### src/rtl/solver_readout.sv
// rtl/solver_readout.sv - raster-order readout of interleaved solver result memories
// Issues reads at most two ahead of the consumer so every returning word has a FIFO slot.
module solver_readout #(
  parameter int NUM_SOLVERS = 11,
  parameter int ID_WIDTH    = 6,
  parameter int ADDR_WIDTH  = 19,
  parameter int DATA_WIDTH  = 8,
  parameter int COORD_WIDTH = 10
) (
  input  logic                   clock,
  input  logic                   reset,
  input  logic                   start,
  input  logic [COORD_WIDTH-1:0] width,
  input  logic [ADDR_WIDTH-1:0]  num_pixels,
  output logic [ID_WIDTH-1:0]    rd_solver_id,
  output logic [ADDR_WIDTH-1:0]  rd_addr,
  input  logic [DATA_WIDTH-1:0]  rd_data,
  output logic                   out_valid,
  input  logic                   out_ready,
  output logic [DATA_WIDTH-1:0]  out_data,
  output logic [COORD_WIDTH-1:0] out_x,
  output logic [COORD_WIDTH-1:0] out_y,
  output logic                   out_last,
  output logic                   busy,
  output logic                   done
);

  typedef enum logic [1:0] {IDLE, RUN, DRAIN, DONE} state_t;

  localparam logic [ID_WIDTH-1:0] LAST_ID = ID_WIDTH'(NUM_SOLVERS - 1);

  state_t                 state_q, state_d;
  logic [COORD_WIDTH-1:0] width_q, width_d;
  logic [ADDR_WIDTH-1:0]  num_q, num_d;
  logic [ADDR_WIDTH-1:0]  issued_q, issued_d;
  logic [ID_WIDTH-1:0]    id_q, id_d;
  logic [ADDR_WIDTH-1:0]  addr_q, addr_d;
  logic                   inflight_q, inflight_d;
  logic [DATA_WIDTH-1:0]  fifo_q [2];
  logic [DATA_WIDTH-1:0]  fifo_d [2];
  logic                   wr_ptr_q, wr_ptr_d;
  logic                   rd_ptr_q, rd_ptr_d;
  logic [1:0]             cnt_q, cnt_d;
  logic [COORD_WIDTH-1:0] x_q, x_d;
  logic [COORD_WIDTH-1:0] y_q, y_d;
  logic [ADDR_WIDTH-1:0]  idx_q, idx_d;
  logic                   last_q, last_d;
  logic                   busy_q, busy_d;
  logic                   done_q, done_d;

  logic       pop;
  logic       push;
  logic       issue;
  logic [2:0] occ;

  always_comb begin
    state_d    = state_q;
    width_d    = width_q;
    num_d      = num_q;
    issued_d   = issued_q;
    id_d       = id_q;
    addr_d     = addr_q;
    fifo_d     = fifo_q;
    wr_ptr_d   = wr_ptr_q;
    rd_ptr_d   = rd_ptr_q;
    x_d        = x_q;
    y_d        = y_q;
    idx_d      = idx_q;
    last_d     = last_q;
    busy_d     = busy_q;
    done_d     = done_q;

    pop  = (cnt_q != 2'd0) && out_ready;
    push = inflight_q;
    // A slot freed by this cycle's pop may be reused, which sustains one pixel per cycle.
    occ   = {1'b0, cnt_q} + {2'b00, inflight_q} - {2'b00, pop};
    issue = (state_q == RUN) && (issued_q < num_q) && (occ < 3'd2);

    inflight_d = issue;
    cnt_d      = cnt_q + {1'b0, push} - {1'b0, pop};

    if (issue) begin
      issued_d = issued_q + ADDR_WIDTH'(1);
      if (id_q == LAST_ID) begin
        id_d   = '0;
        addr_d = addr_q + ADDR_WIDTH'(1);
      end else begin
        id_d = id_q + ID_WIDTH'(1);
      end
    end

    if (push) begin
      fifo_d[wr_ptr_q] = rd_data;
      wr_ptr_d         = ~wr_ptr_q;
    end

    if (pop) begin
      rd_ptr_d = ~rd_ptr_q;
      idx_d    = idx_q + ADDR_WIDTH'(1);
      last_d   = ((idx_q + ADDR_WIDTH'(1)) == (num_q - ADDR_WIDTH'(1)));
      if (x_q == width_q - COORD_WIDTH'(1)) begin
        x_d = '0;
        y_d = y_q + COORD_WIDTH'(1);
      end else begin
        x_d = x_q + COORD_WIDTH'(1);
      end
    end

    case (state_q)
      IDLE, DONE: begin
        if (start) begin
          width_d  = (width == '0) ? COORD_WIDTH'(1) : width;
          num_d    = num_pixels;
          issued_d = '0;
          id_d     = '0;
          addr_d   = '0;
          x_d      = '0;
          y_d      = '0;
          idx_d    = '0;
          last_d   = (num_pixels == ADDR_WIDTH'(1));
          if (num_pixels == '0) begin
            state_d = DONE;
            busy_d  = 1'b0;
            done_d  = 1'b1;
          end else begin
            state_d = RUN;
            busy_d  = 1'b1;
            done_d  = 1'b0;
          end
        end
      end
      RUN: begin
        if (issue && (issued_q + ADDR_WIDTH'(1) == num_q)) begin
          state_d = DRAIN;
        end
      end
      DRAIN: begin
        if (pop && last_q) begin
          state_d = DONE;
          busy_d  = 1'b0;
          done_d  = 1'b1;
        end
      end
      default: state_d = IDLE;
    endcase
  end

  always_ff @(posedge clock or negedge reset) begin
    if (!reset) begin
      state_q    <= IDLE;
      width_q    <= COORD_WIDTH'(1);
      num_q      <= '0;
      issued_q   <= '0;
      id_q       <= '0;
      addr_q     <= '0;
      inflight_q <= 1'b0;
      fifo_q[0]  <= '0;
      fifo_q[1]  <= '0;
      wr_ptr_q   <= 1'b0;
      rd_ptr_q   <= 1'b0;
      cnt_q      <= '0;
      x_q        <= '0;
      y_q        <= '0;
      idx_q      <= '0;
      last_q     <= 1'b0;
      busy_q     <= 1'b0;
      done_q     <= 1'b0;
    end else begin
      state_q    <= state_d;
      width_q    <= width_d;
      num_q      <= num_d;
      issued_q   <= issued_d;
      id_q       <= id_d;
      addr_q     <= addr_d;
      inflight_q <= inflight_d;
      fifo_q     <= fifo_d;
      wr_ptr_q   <= wr_ptr_d;
      rd_ptr_q   <= rd_ptr_d;
      cnt_q      <= cnt_d;
      x_q        <= x_d;
      y_q        <= y_d;
      idx_q      <= idx_d;
      last_q     <= last_d;
      busy_q     <= busy_d;
      done_q     <= done_d;
    end
  end

  assign rd_solver_id = id_q;
  assign rd_addr      = addr_q;
  assign out_valid    = (cnt_q != 2'd0);
  assign out_data     = fifo_q[rd_ptr_q];
  assign out_x        = x_q;
  assign out_y        = y_q;
  assign out_last     = last_q;
  assign busy         = busy_q;
  assign done         = done_q;

endmodule

### config.mk
export PLATFORM = sky130hd
export DESIGN_NAME = solver_readout
export DESIGN_NICKNAME = d
export VERILOG_FILES = /design/src/rtl/solver_readout.sv
export SDC_FILE = /design/constraint.sdc
export NUM_CORES = 1
export LEC_CHECK = 0
export CELL_PAD_IN_SITES_DETAIL_PLACEMENT = 2
export CELL_PAD_IN_SITES_GLOBAL_PLACEMENT = 2
export CORE_MARGIN = 4
export CORE_UTILIZATION = 25
export DETAILED_ROUTE_END_ITERATION = 7
export GPL_TIMING_DRIVEN = 1
export MAX_ROUTING_LAYER = met4
export PLACE_DENSITY_LB_ADDON = 0.1
export SYNTH_ARGS = -nofsm -noshare
export SYNTH_HDL_FRONTEND = slang
export SYNTH_SLANG_ARGS = --single-unit
### constraint.sdc
create_clock -name clock -period 10.1 [get_ports clock]
set_input_delay 2.02 -clock clock [delete_from_list [all_inputs] [get_ports clock]]
set_output_delay 2.02 -clock clock [all_outputs]
set_load 0.05 [all_outputs]
Yosys cells after proc, flatten, opt, wreduce, memory -nomap -nowiden
Cells that the tools add are included.
W data, S select, Z words.
{ "op_classes": {"add_sub_neg": 12, "order_cmp": 5, "eq_ne": 11, "n_mux": 45, "bitwise_logic": 4, "n_reduce_logical": 15} }
{ "ops": {"columns": ["cell", "n"], "rows": [
  ["$mux W19", 10],
  ["$mux W10", 9],
  ["$add A19 B1 Y19 const B", 3],
  ["$eq A19 B19 Y1", 2],
  ["$mux W8", 4],
  ["$mux W6", 4],
  ["$add A10 B1 Y10 const B", 2],
  ["$eq A19 B1 Y1 const B", 1],
  ["$logic_not A19 Y1", 1],
  ["$lt A19 B19 Y1", 1],
  ["$sub A19 B1 Y19 const B", 1],
  ["$bwmux W16", 1],
  ["$eq A10 B10 Y1", 1],
  ["$logic_not A10 Y1", 1],
  ["$sub A10 B1 Y10 const B", 1],
  ["$mux W1", 9],
  ["$demux W8 S1", 1],
  ["$mux W2", 4],
  ["$add A6 B1 Y6 const B", 1],
  ["$eq A6 B4 Y1 const B", 1],
  ["$logic_and A1 B1 Y1", 6],
  ["$pmux W2 S3", 1],
  ["$reduce_and A3 Y1", 2],
  ["$eq A2 B2 Y1 const B", 2],
  ["other kinds (17)", 23]
]} }
{ "totals": {"ff_bits": 138, "out_inout_bits": 57, "word_cells": 110} }

Depth between registers and ports, before layout
Gate-level depths: netlist (run 1).
{ "logic_depth": {"word_depth": 8, "ltp_mapped": 17, "mapped_depth_nobuf": 16} }

Worst setup path after synthesis (run 1)
Ideal clock, no wire load.
{ "synth_timing": {"path_type": "input -> register", "start": "input out_ready", "end": "register addr_q[14] (netlist: rd_addr[14])", "setup_ns": 0.132, "t_arrival_ns": 5.196, "required_time_ns": 9.968, "setup_slack_ns": 4.772, "stages": 15, "path_buffers": 1, "cell_sequence": "nand2_1 > clkinv_1 > buf_1 > ha_1 > inv_1 > ha_1 > fa_1 > nor2_1 > nand3_1 > a211oi_1 > o211ai_1 > nor4_1 > nand4_1 > xor2_1 > nor2_1"} }
{ "synth_between": {"elab_chain_cells": 7} }
{ "synth_lines": {"columns": ["element", "line", "source"], "rows": [
  ["start: declaration", "19", "input logic out_ready,"],
  ["$logic_and A1 B1 Y1 *", "73", "pop = (cnt_q != 2'd0) && out_ready;"],
  ["$sub A3 B1 Y3 *", "76", "occ = {1'b0, cnt_q} + {2'b00, inflight_q} - {2'b00, pop};"],
  ["$lt A3 B2 Y1 *", "77", "issue = (state_q == RUN) && (issued_q < num_q) && (occ < 3'd2);"],
  ["$logic_and A1 B1 Y1 *", "77", null],
  ["$mux W19 *", "82", "if (issue) begin"],
  ["$mux W19", "111", "if (start) begin"],
  ["$mux W19 *", "109", "case (state_q)"],
  ["named net addr_d[14]", "37", "logic [ADDR_WIDTH-1:0] addr_q, addr_d;"],
  ["end signal: assignment", "174", "addr_q <= addr_d;"],
  ["end: declaration", "37", null]
]} }
The timed path passes the listed nets; every way through them passes the cells marked *.
A chain may end at the register's enable or synchronous reset.

Worst setup path in the final report (run 1)
{ "layout_timing": {"start": "input out_ready", "end": "register addr_q[9] (netlist: rd_addr[9])"} }
The elaborated chain is that of the path after synthesis.

==> results of run 1 <==
per-layer routing:
metal,up-vias,share of wire,GRT usage
li1,3488,-,-
met2,72,0.50,0.276
met5,-,0,-
met4,0,0.013,0.0411
met1,3746,0.46,0.206
met3,19,0.026,0.0293
sequential cells by signal, summed over array words and instances (netlist names):
name          count
rd_addr          19
done              1
issued_q         19
busy              1
width_q          10
inflight_q        1
idx_q            19
state_q           2
out_last          1
wr_ptr_q          1
rd_ptr_q          1
cnt_q             2
out_x            10
out_y            10
fifo_q           16
rd_solver_id      6
num_q            19
where the power goes:
part | leakage (nW) | total (W) | internal, W | switching (W)
registers | 1.82 | 0.000882 | 0.000683 | 0.000199
logic | 2.14 | 0.00114 | 0.000449 | 0.000690
clock network | 0.276 | 0.000635 | 0.000348 | 0.000287
total | 4.23 | 0.00265 | 0.00148 | 0.00118
per-stage QoR:
stage | instance area, um2 | std cells | hold slack (ps)
4_1_cts | 10500 | 1500 | 501
2_1_floorplan | 8540 | 957 | 463
3_3_place_gp | 9950 | 1468 | 478
3_5_place_dp | 9950 | 1468 | 485
5_1_grt | 10500 | 1500 | 521
6_report | 10500 | 1500 | 495
critical path, stage by stage:
cell and delay [ps]:
clkdlybuf4s50_1 410, nand2_1 360, clkinv_1 630, ha_1 510, inv_1 40, ha_1 200, fa_1 490, nor2_1 110
nand3_1 90, a211oi_1 220, o211ai_1 120, buf_4 270, nor4_1 900, nand4_1 240, xor2_1 210, nor2_1 60
cell usage in the layout (no fill, tap or decap), types with 5 or more instances in the layout:
| cell type | instances |
|---|---|
| a211oi_1 | 6 |
| a21o_1 | 6 |
| a21oi_1 | 40 |
| a31oi_1 | 5 |
| and2_1 | 7 |
| and3_1 | 12 |
| and4_1 | 7 |
| buf_4 | 5 |
| clkbuf_16 | 17 |
| clkdlybuf4s50_1 | 96 |
| dfrtp_1 | 137 |
| ha_1 | 33 |
| inv_1 | 39 |
| inv_6 | 7 |
| mux2_2 | 28 |
| mux2i_1 | 6 |
| nand2_1 | 112 |
| nand3_1 | 37 |
| nand4_1 | 28 |
| nor2_1 | 96 |
| nor3_1 | 31 |
| nor4_1 | 23 |
| o21ai_0 | 48 |
| or3_1 | 19 |
| or4_1 | 8 |
| xnor2_1 | 79 |
| xor2_1 | 55 |
cell usage after synthesis, drive strengths merged, types with 3 or more instances:
library cell	n	area [um2]
dfrtp	137	3430
nand2	112	420
nor2	96	360
xnor2	79	692
xor2	55	482
o21ai	49	245
a21oi	40	200
inv	39	146
nand3	37	185
clkbuf	35	131
ha	33	413
nor3	31	155
mux2	28	315
nand4	28	175
nor4	23	144
or3	19	119
and3	12	75.1
or4	9	71.3
and2	8	50.1
and4	7	61.3
a211oi	6	45.0
a21o	6	45.0
mux2i	6	60.1
a31oi	5	31.3
buf	4	30.0
nand2b	4	25.0
nor2b	4	25.0
or2	4	25.0
a21boi	3	26.3
o31ai	3	22.5
how the worst max path moves through the flow:
stage / to / slack (ps)
finish: rd_addr[9]$_DFF_PN0_ / 3500
global route: rd_addr[9]$_DFF_PN0_ / 2980
CTS: rd_addr[9]$_DFF_PN0_ / 3360
detailed placement: rd_addr[11]$_DFF_PN0_ / 3010
global placement: rd_addr[9]$_DFF_PN0_ / 3160
floorplan: rd_addr[14]$_DFF_PN0_ / 4770
area by class of cell:
cell class,count,area [um2],share of cell area
clock inverters,15,154,0.0146
well taps,448,561,0.0532
repair buffers,102,1010,0.0959
flip-flops and latches,138,3450,0.328
multi-input cells,739,4770,0.453
inverters,41,154,0.0146
clock buffers,17,425,0.0404
logic make-up (layout without fill, tap and decap cells):
kind of cell             after synthesis  after routing
multiplexers                          34             34
flip-flops                           138            138
adder cells (fa/ha/maj)               34             34
buffers and inverters                 80            175
XOR/XNOR                             135            135
AND/OR/NAND/NOR                      401            401
AO/OA/AOI/OAI                        135            135
==> impl_metrics.py, run 1 <==
metrics = {
    "yosys": {
        "synthesis.area_per_instance_um2": 8.93,
        "postSynthCellCount": 957,
        "async_reset_ff_frac": 1.00,
        "post_synth_mux_area_share": 0.0439,
        "synth-simple-area-share": 0.228,
        "largest_family_of_logic_cells_by_synthesized_area": "simple AND/OR/NAND/NOR gates",
        "synth_xor_xnor_area_share": 0.140,
        "seq_area_frac_synth": 0.404,
        "synth_adder_area_share": 0.0507,
        "ys_ff_latch": 138,
        "ys.warnings.count": 0,
        "post_synth_instance_area_um2": 8540,
        "synth-compound-area-share": 0.0958,
        "post_synth_num_cell_types": 62,
        "synth_fp_nets": 1032,
        "synth-edff-count": 0,
        "synth_flop_cell": "dfrtp_1",
    },
    "floorplan": {
        "die_w_um": 193,
        "num_rows": 67,
        "dieArea_um2": 37200,
        "core_outline_area_um2": 33600,
        "die_h_um": 193,
        "io_pins": 98,
        "start_util": 0.254,
    },
    "placement": {
        "post-place-ws_ps": 3010,
        "place.gp.congestion": 0.764,
        "place_hpwl_mm": 21.3,
        "port_buffers": 97,
    },
    "worst_hold_path": {
        "worstHoldStart": "wr_ptr_q$_DFFE_PN0P_",
        "hold-path-endpoint": "wr_ptr_q$_DFFE_PN0P_",
        "min_delay_path_depth": 1,
        "holdCritPathClass": "reg2reg",
    },
    "sta": {
        "worst_slew_margin_rel": 0.313,
        "final_min_period_over_clock_period": 0.654,
        "setup_viol": 0,
        "finClkSkew_ps": 17.1,
        "timing.final.ws_setup_ps": 3500,
        "timing_max_transition_violations_final": 0,
        "worst_pin_slew_ps": 1020,
        "rsz0062_at_grt": "no",
        "finalWorstPathRequiredPeriod_ps": 6600,
        "maxClockFrequency_ghz": 0.151,
        "totalNegativeSetupSlack_ps": 0,
        "final-hold-violation-count": 0,
    },
    "detailed_routing": {
        "routed_vias": 7325,
        "detail-route-antenna-nets": 0,
        "detail_route.drc_violations": 0,
        "wl_mm": 28.6,
        "via_cell_ratio": 4.88,
        "drt_first_iter_violations": 250,
        "detail_route.wl_per_cell_um": 19.1,
        "drtPass1Iterations": 4,
    },
    "setup_path": {
        "crit-reg2reg-launch": "cnt_q[1]$_DFF_PN0_",
        "crit_path_start_kind": "input pin",
        "timing.rr.end": "rd_addr[9]$_DFF_PN0_",
        "endpoint_kind": "flop",
        "cp_data_arrival_time_ps": 6910,
        "worst_r2r_path_depth": 16,
        "register_to_register_path_setup_slack_ps": 4710,
        "timing.setup.critical_path_class": "in2reg",
        "worstPathMaxFanout": 24,
        "timing.critical_path.required_ps": 10400,
        "startpoint": "out_ready",
    },
    "final_layout": {
        "num-nets-final": 1114,
        "antenna-diode-count": 0,
        "final_layout_size_suffix_gt1_frac": 0.0732,
        "utilization": 0.313,
        "fillCellCount": 3753,
        "area.growth.synth_to_final_pct": 23.3,
    },
    "pwr": {
        "power.density_cell_area_nw_per_um2": 252,
        "p_total_w": 0.00265,
        "p_leak_nw": 4.23,
        "irDropWorstVdd_uv": 120,
    },
    "clock_tree": {
        "clk_sinks": 138,
        "hold_buffers": 0,
        "clockBufferDepth": 2,
        "cts-buffers-inserted": 17,
        "cts.root.buffer_cell": "clkbuf_16",
        "clkSlewWorstSetupHoldPaths_ps": 70,
        "post_cts_resized": 0,
        "clock_tree_from_tritoncts": "built",
        "clkLatencyLatePin_ps": 440,
        "cts_post_setup_buffers_inserted": 0,
        "cts_max_level": 4,
    },
    "global_route": {
        "antenna_found_initial": 0,
        "first_pass_grt_wire_length_mm": 46.2,
        "total_track_usage": 0.165,
        "grt_pass1_vias": 8082,
        "grt_overflow_total": 0,
        "grt_start_max_net_pins": 87,
    },
    "run_status": {
        "run_status": "finished, final reports clean",
    },
    "flow_run": {
        "drv_cap": 0,
    },
}
No activity file was read; power rests on OpenSTA's default activity.
==> inputs of run 2 (changes only) <==
==> constraint.sdc (replaced) <==
create_clock -name clock -period 5.8 [get_ports clock]
set_input_delay 1.16 -clock clock [delete_from_list [all_inputs] [get_ports clock]]
set_output_delay 1.16 -clock clock [all_outputs]
set_load 0.05 [all_outputs]
==> impl_metrics.py, run 2 (synthesis gave the netlist of run 1 again) <==
metrics = {
    "run_status": {
        "run_status": "finished, final reports clean",
    },
    "setup_path": {
        "cp_data_arrival_time_ps": 4680,
        "crit_path_start_kind": "input pin",
        "crit_chain": "clkdlybuf4s50_1 -> nand2_1 -> buf_4 -> clkinv_1 -> ha_1 -> inv_1 -> ha_1 -> fa_1 -> nor2_1 -> nand3_1 -> a211oi_1 -> o211ai_1 -> buf_4 -> clkinv_1 -> nand2_1 -> nor3_1 -> xnor2_1 -> nor2_1",
        "worst-path-buf-inv": 6,
        "endpoint_kind": "flop",
        "timing.setup.critical_path_class": "in2reg",
        "critical-path-slowest-cell": "fa_1",
        "worstPathMaxFanout": 24,
        "timing.critical_path.required_ps": 6130,
        "worst_path_largest_cell_delay_ps": 450,
        "cpLargestDelayFamily": "buffers and inverters",
    },
    "placement": {
        "dp.cells": 1473,
        "place_hpwl_mm": 21.0,
        "port_buffers": 97,
        "post-place-ws_ps": 918,
        "place.gp.congestion": 0.790,
    },
    "final_layout": {
        "final_cell_mix": "dfrtp_1 (137), nand2_1 (112), nor2_1 (96), clkdlybuf4s50_1 (96), xnor2_1 (79)",
        "area.growth.synth_to_final_pct": 24.3,
        "final_cell_count_no_fill": 1505,
        "multiInputGateArea_um2": 4770,
        "final_layout_size_suffix_gt1_frac": 0.0776,
        "regArea_um2": 3450,
        "antenna-diode-count": 0,
        "num-nets-final": 1119,
        "final_common_cell": "dfrtp_1",
        "fillCellCount": 3771,
    },
    "global_route": {
        "total_track_usage": 0.162,
        "grt_start_max_net_pins": 76,
        "antenna_found_initial": 0,
        "grt_pass1_vias": 7785,
        "grt_overflow_total": 0,
        "first_pass_grt_wire_length_mm": 45.8,
    },
    "floorplan": {
        "die_h_um": 193,
        "die_w_um": 193,
        "dieArea_um2": 37200,
        "start_util": 0.254,
        "core_outline_area_um2": 33600,
        "io_pins": 98,
        "num_rows": 67,
    },
    "clock_tree": {
        "cts_max_level": 4,
        "clockBufferDepth": 2,
        "clk_sinks": 138,
        "clock_tree_from_tritoncts": "built",
        "clkSlewWorstSetupHoldPaths_ps": 70,
        "hold_buffers": 0,
        "clkLatencyLatePin_ps": 440,
        "cts.root.buffer_cell": "clkbuf_16",
        "post_cts_resized": 0,
        "cts-buffers-inserted": 17,
        "cts_post_setup_buffers_inserted": 0,
    },
    "pwr": {
        "irDropWorstVdd_uv": 211,
        "power.density_cell_area_nw_per_um2": 443,
        "clock_power_share": 0.255,
        "combinationalPowerShare": 0.421,
        "net-switching-power_w": 0.00203,
        "netSwitchingFraction": 0.432,
        "sequentialPowerShare": 0.324,
        "p_leak_nw": 4.28,
        "power_report.internal_total_w": 0.00267,
    },
    "detailed_routing": {
        "routed_vias": 7276,
        "drtPass1Iterations": 4,
        "wl_mm": 28.2,
        "drt_first_iter_violations": 313,
        "detail-route-antenna-nets": 0,
        "detail_route.wl_per_cell_um": 18.7,
        "detail_route.drc_violations": 0,
        "via_cell_ratio": 4.83,
    },
    "sta": {
        "totalNegativeSetupSlack_ps": 0,
        "worst_pin_slew_ps": 845,
        "finalWorstPathRequiredPeriod_ps": 4350,
        "timing.final.ws_setup_ps": 1450,
        "final-hold-violation-count": 0,
        "timing_max_transition_violations_final": 0,
        "maxClockFrequency_ghz": 0.230,
        "worst_slew_margin_rel": 0.431,
        "finClkSkew_ps": 11.4,
        "rsz0062_at_grt": "no",
        "setup_viol": 0,
        "final_min_period_over_clock_period": 0.751,
    },
    "flow_run": {
        "drv_cap": 0,
    },
    "worst_hold_path": {
        "holdCritPathClass": "reg2reg",
    },
}
run 2: changes by cell type in the layout (fill, tap and decap cells not counted), sizes merged:
cell      before  now
inv           48   46
bufinv         1    3
clkinvlp       3    2
buf            6   11
clkinv         4    5
run 2: through the flow:
step	hold WS (ps)	utilization	instance area (um2)	total power, W
4_1_cts	508	0.316	10600	0.00482
6_report	505	0.316	10600	0.00470
2_1_floorplan	463	-	8540	0.00288
3_3_place_gp	481	0.297	9990	0.00353
5_1_grt	526	0.316	10600	0.00509
3_5_place_dp	488	0.297	9990	0.00357
run 2: power groups by stage:
stage               Sequential [W]  Clock, W  Combinational, W
CTS                        0.00154   0.00125           0.00204
global placement           0.00154         0           0.00198
finish                     0.00153   0.00120           0.00198
global route               0.00158   0.00129           0.00222
floorplan                  0.00144         0           0.00143
detailed placement         0.00155         0           0.00202
run 2: path summary, 6_finish.rpt:
| check | startpoint | endpoint | slack, ps | depth (start not counted) |
|---|---|---|---|---|
| max in group asynchronous | reset | fifo_q[15]$_DFFE_PN0P_ | 4070 | 2 |
| setup reg to reg | cnt_q[1]$_DFF_PN0_ | issued_q[14]$_DFF_PN0_ | 1790 | 18 |
| hold reg to reg | fifo_q[0]$_DFFE_PN0P_ | fifo_q[0]$_DFFE_PN0P_ | 510 | 1 |
| hold / removal | fifo_q[0]$_DFFE_PN0P_ | fifo_q[0]$_DFFE_PN0P_ | 510 | 1 |
| min in group asynchronous | reset | out_x[6]$_DFF_PN0_ | 700 | 1 |
| setup / recovery | out_ready | issued_q[14]$_DFF_PN0_ | 1450 | 18 |
run 2: final cells by class:
cell class | instances | area share
repair buffers | 107 | 0.0986
flip-flops and latches | 138 | 0.325
well taps | 448 | 0.0528
clock inverters | 15 | 0.0191
multi-input cells | 739 | 0.450
inverters | 41 | 0.0145
clock buffers | 17 | 0.0401
run 2: per-layer routing:
metal | GRT usage | wire length, um | vias up
met4 | 0.0329 | 227 | 0
met2 | 0.264 | 13800 | 66
met1 | 0.213 | 13400 | 3707
li1 | - | - | 3491
met3 | 0.0275 | 790 | 12
met5 | - | 0 | -
run 2: worst reg2reg max path, delay by kind of cell (launching register included):
| family | cells | cell delay [ps] |
|---|---|---|
| adder cells (fa/ha/maj) | 3 | 930 |
| AND/OR/NAND/NOR | 7 | 1190 |
| flip-flops | 1 | 410 |
| XOR/XNOR | 1 | 170 |
| AO/OA/AOI/OAI | 2 | 340 |
| buffers and inverters | 5 | 890 |
==> edit: new RTL, flow settings as in run 1 <==
The parameter `ADDR_WIDTH` goes from 19 to 38.
--- a/src/rtl/solver_readout.sv
+++ b/src/rtl/solver_readout.sv
@@ -3,7 +3,7 @@
 module solver_readout #(
   parameter int NUM_SOLVERS = 11,
   parameter int ID_WIDTH    = 6,
-  parameter int ADDR_WIDTH  = 19,
+  parameter int ADDR_WIDTH  = 38,
   parameter int DATA_WIDTH  = 8,
   parameter int COORD_WIDTH = 10
 ) (
Ports: changed (resized num_pixels and rd_addr); port bits go from 98 to 136. No check against the original RTL was run, so the function may have changed too.
==> edit against run 1 <==
Synthesized cell count increased by 78%. Utilization decreased by 0.82 points. Power increased by 54%. Clock skew decreased by 0.0012 ns. Cell area increased by 67%. Fmax increased by 12%. Area after synthesis increased by 70%. Sequential cell count increased by 76. Wire length increased by 96%. Worst setup slack improved by 0.72 ns. Via count increased by 77%. Count of clock-buffer cells in the layout increased by 23. Hold slack improved by 0.0021 ns. Critical path type unchanged. Highest routed layer unchanged.
==> edit: results (changes against run 1) <==
status: "finished clean"  # unchanged
synth_fa_ha_area_share_pct: 4.614  # was 5.068%
drt_iter0_markers: 448  # was 250
cts_buffers: 29  # was 17
insertion_delay_ns: 0.59  # was 0.44 ns
gp_congestion: 0.8118  # was 0.7641
dp_hpwl_mm: 41.83  # was 21.32 mm
grt_usage_pct: 18.16  # was 16.46%
num-fill-cells: 6485  # was 3,753
whs_path_depth: 2  # was 1
grt_max_degree: 97  # was 87
cp_top_family: "buffers and inverters"  # was simple AND/OR/NAND/NOR gates
synth_xor_area_share_pct: 14.98  # was 14.00%
worstPathArrival_ns: 6.38  # was 6.91 ns
ys_top_cells_by_count: "213 x dfrtp_1, 179 x nor2_1, 174 x xnor2_1"  # was 137 x dfrtp_1, 112 x nand2_1, 96 x nor2_1
ys_top_cells_by_area: "dfrtp_1 37%, xnor2_1 10%, nor2_1 4.6%"  # was dfrtp_1 40%, xnor2_1 8.1%, xor2_1 5.6%
dr_wl_met2_mm: 27.03  # was 14.28 mm
worst_slew_pin_slew_ns: 1.200  # was 1.022 ns
ys_seq_area_share_pct: 36.85  # was 40.44%
htree_levels: 1  # was 4
wl_met3_mm: 1.700  # was 731 um
cp_max_fo: 76  # was 24
p_leak_uw: 0.006944  # was 0.004231 uW
grt_pass1_vias: 14129  # was 8,082
port_buffers: 135  # was 97
muxShareOfSynthArea_pct: 2.634  # was 4.394%
drt-met1-wl_mm: 26.32  # was 13.21 mm
slowest_delay_ns: 0.75  # was 0.90 ns
synth_nets: 1813  # was 1,032
vias: 12980  # was 7,325
-- edit: final cells by class --
type | count | area (sq um) | area share, %
clock buffer | 40 | 837.1 | 4.763
clock inverter | 14 | 137.6 | 0.7832
inverter | 83 | 311.5 | 1.773
multi-input combinational | 1310 | 8512 | 48.44
sequential | 214 | 5356 | 30.48
tap | 765 | 957.2 | 5.447
timing repair buffer | 149 | 1461 | 8.316
-- edit: cell families (layout without fill, tap and decap cells) --
kind of cell    Yosys count  in the layout
compound gates          236            236
xor+xnor                247            247
fa+ha+maj                53             53
buf+inv                 176            286
flops                   214            214
mux                      35             35
simple gates            739            739
-- edit: where the power goes --
group          internal, uW  switching [uW]
Combinational           618            1060
Clock                   630             434
Sequential             1020             314
-- edit: worst paths after layout --
path / startpoint / to / slack (ns)
worst max-delay path: out_ready / rd_addr[22] / 4.22
worst min-delay path: width_q[9] / width_q[9] / 0.50
worst max register to register: cnt_q[1] / rd_addr[22] / 5.25
worst min register to register: width_q[9] / width_q[9] / 0.50
max in group asynchronous: reset / rd_addr[13] / 7.19
min in group asynchronous: reset / idx_q[29] / 1.47
-- edit: through the flow --
| stage | std cells | hold WS, ns | setup WS [ns] | power (uW) | area [sq um] |
|---|---|---|---|---|---|
| 2_1_floorplan | 1700 | 0.4633 | 4.118 | 2409 | 14540 |
| 3_3_place_gp | 2521 | 0.4762 | 3.774 | 3017 | 16600 |
| 3_5_place_dp | 2521 | 0.4895 | 3.611 | 3062 | 16600 |
| 4_1_cts | 2575 | 0.5047 | 4.224 | 4177 | 17570 |
| 5_1_grt | 2575 | 0.5161 | 3.889 | 4386 | 17570 |
| 6_report | 2575 | 0.4970 | 4.219 | 4078 | 17570 |
-- edit: metal layers --
metal | global-route usage (%) | vias up
met4 | 3.538 | 0
met2 | 30.44 | 157
met1 | 24.02 | 6627
li1 | - | 6133
met3 | 1.994 | 63
met5 | - | -
-- edit: tightest hold or removal path, cell delays in order, from the launching register on --
cell and delay (ns):
dfrtp_1 0.35, nand2_1 0.06, nand2_1 0.06
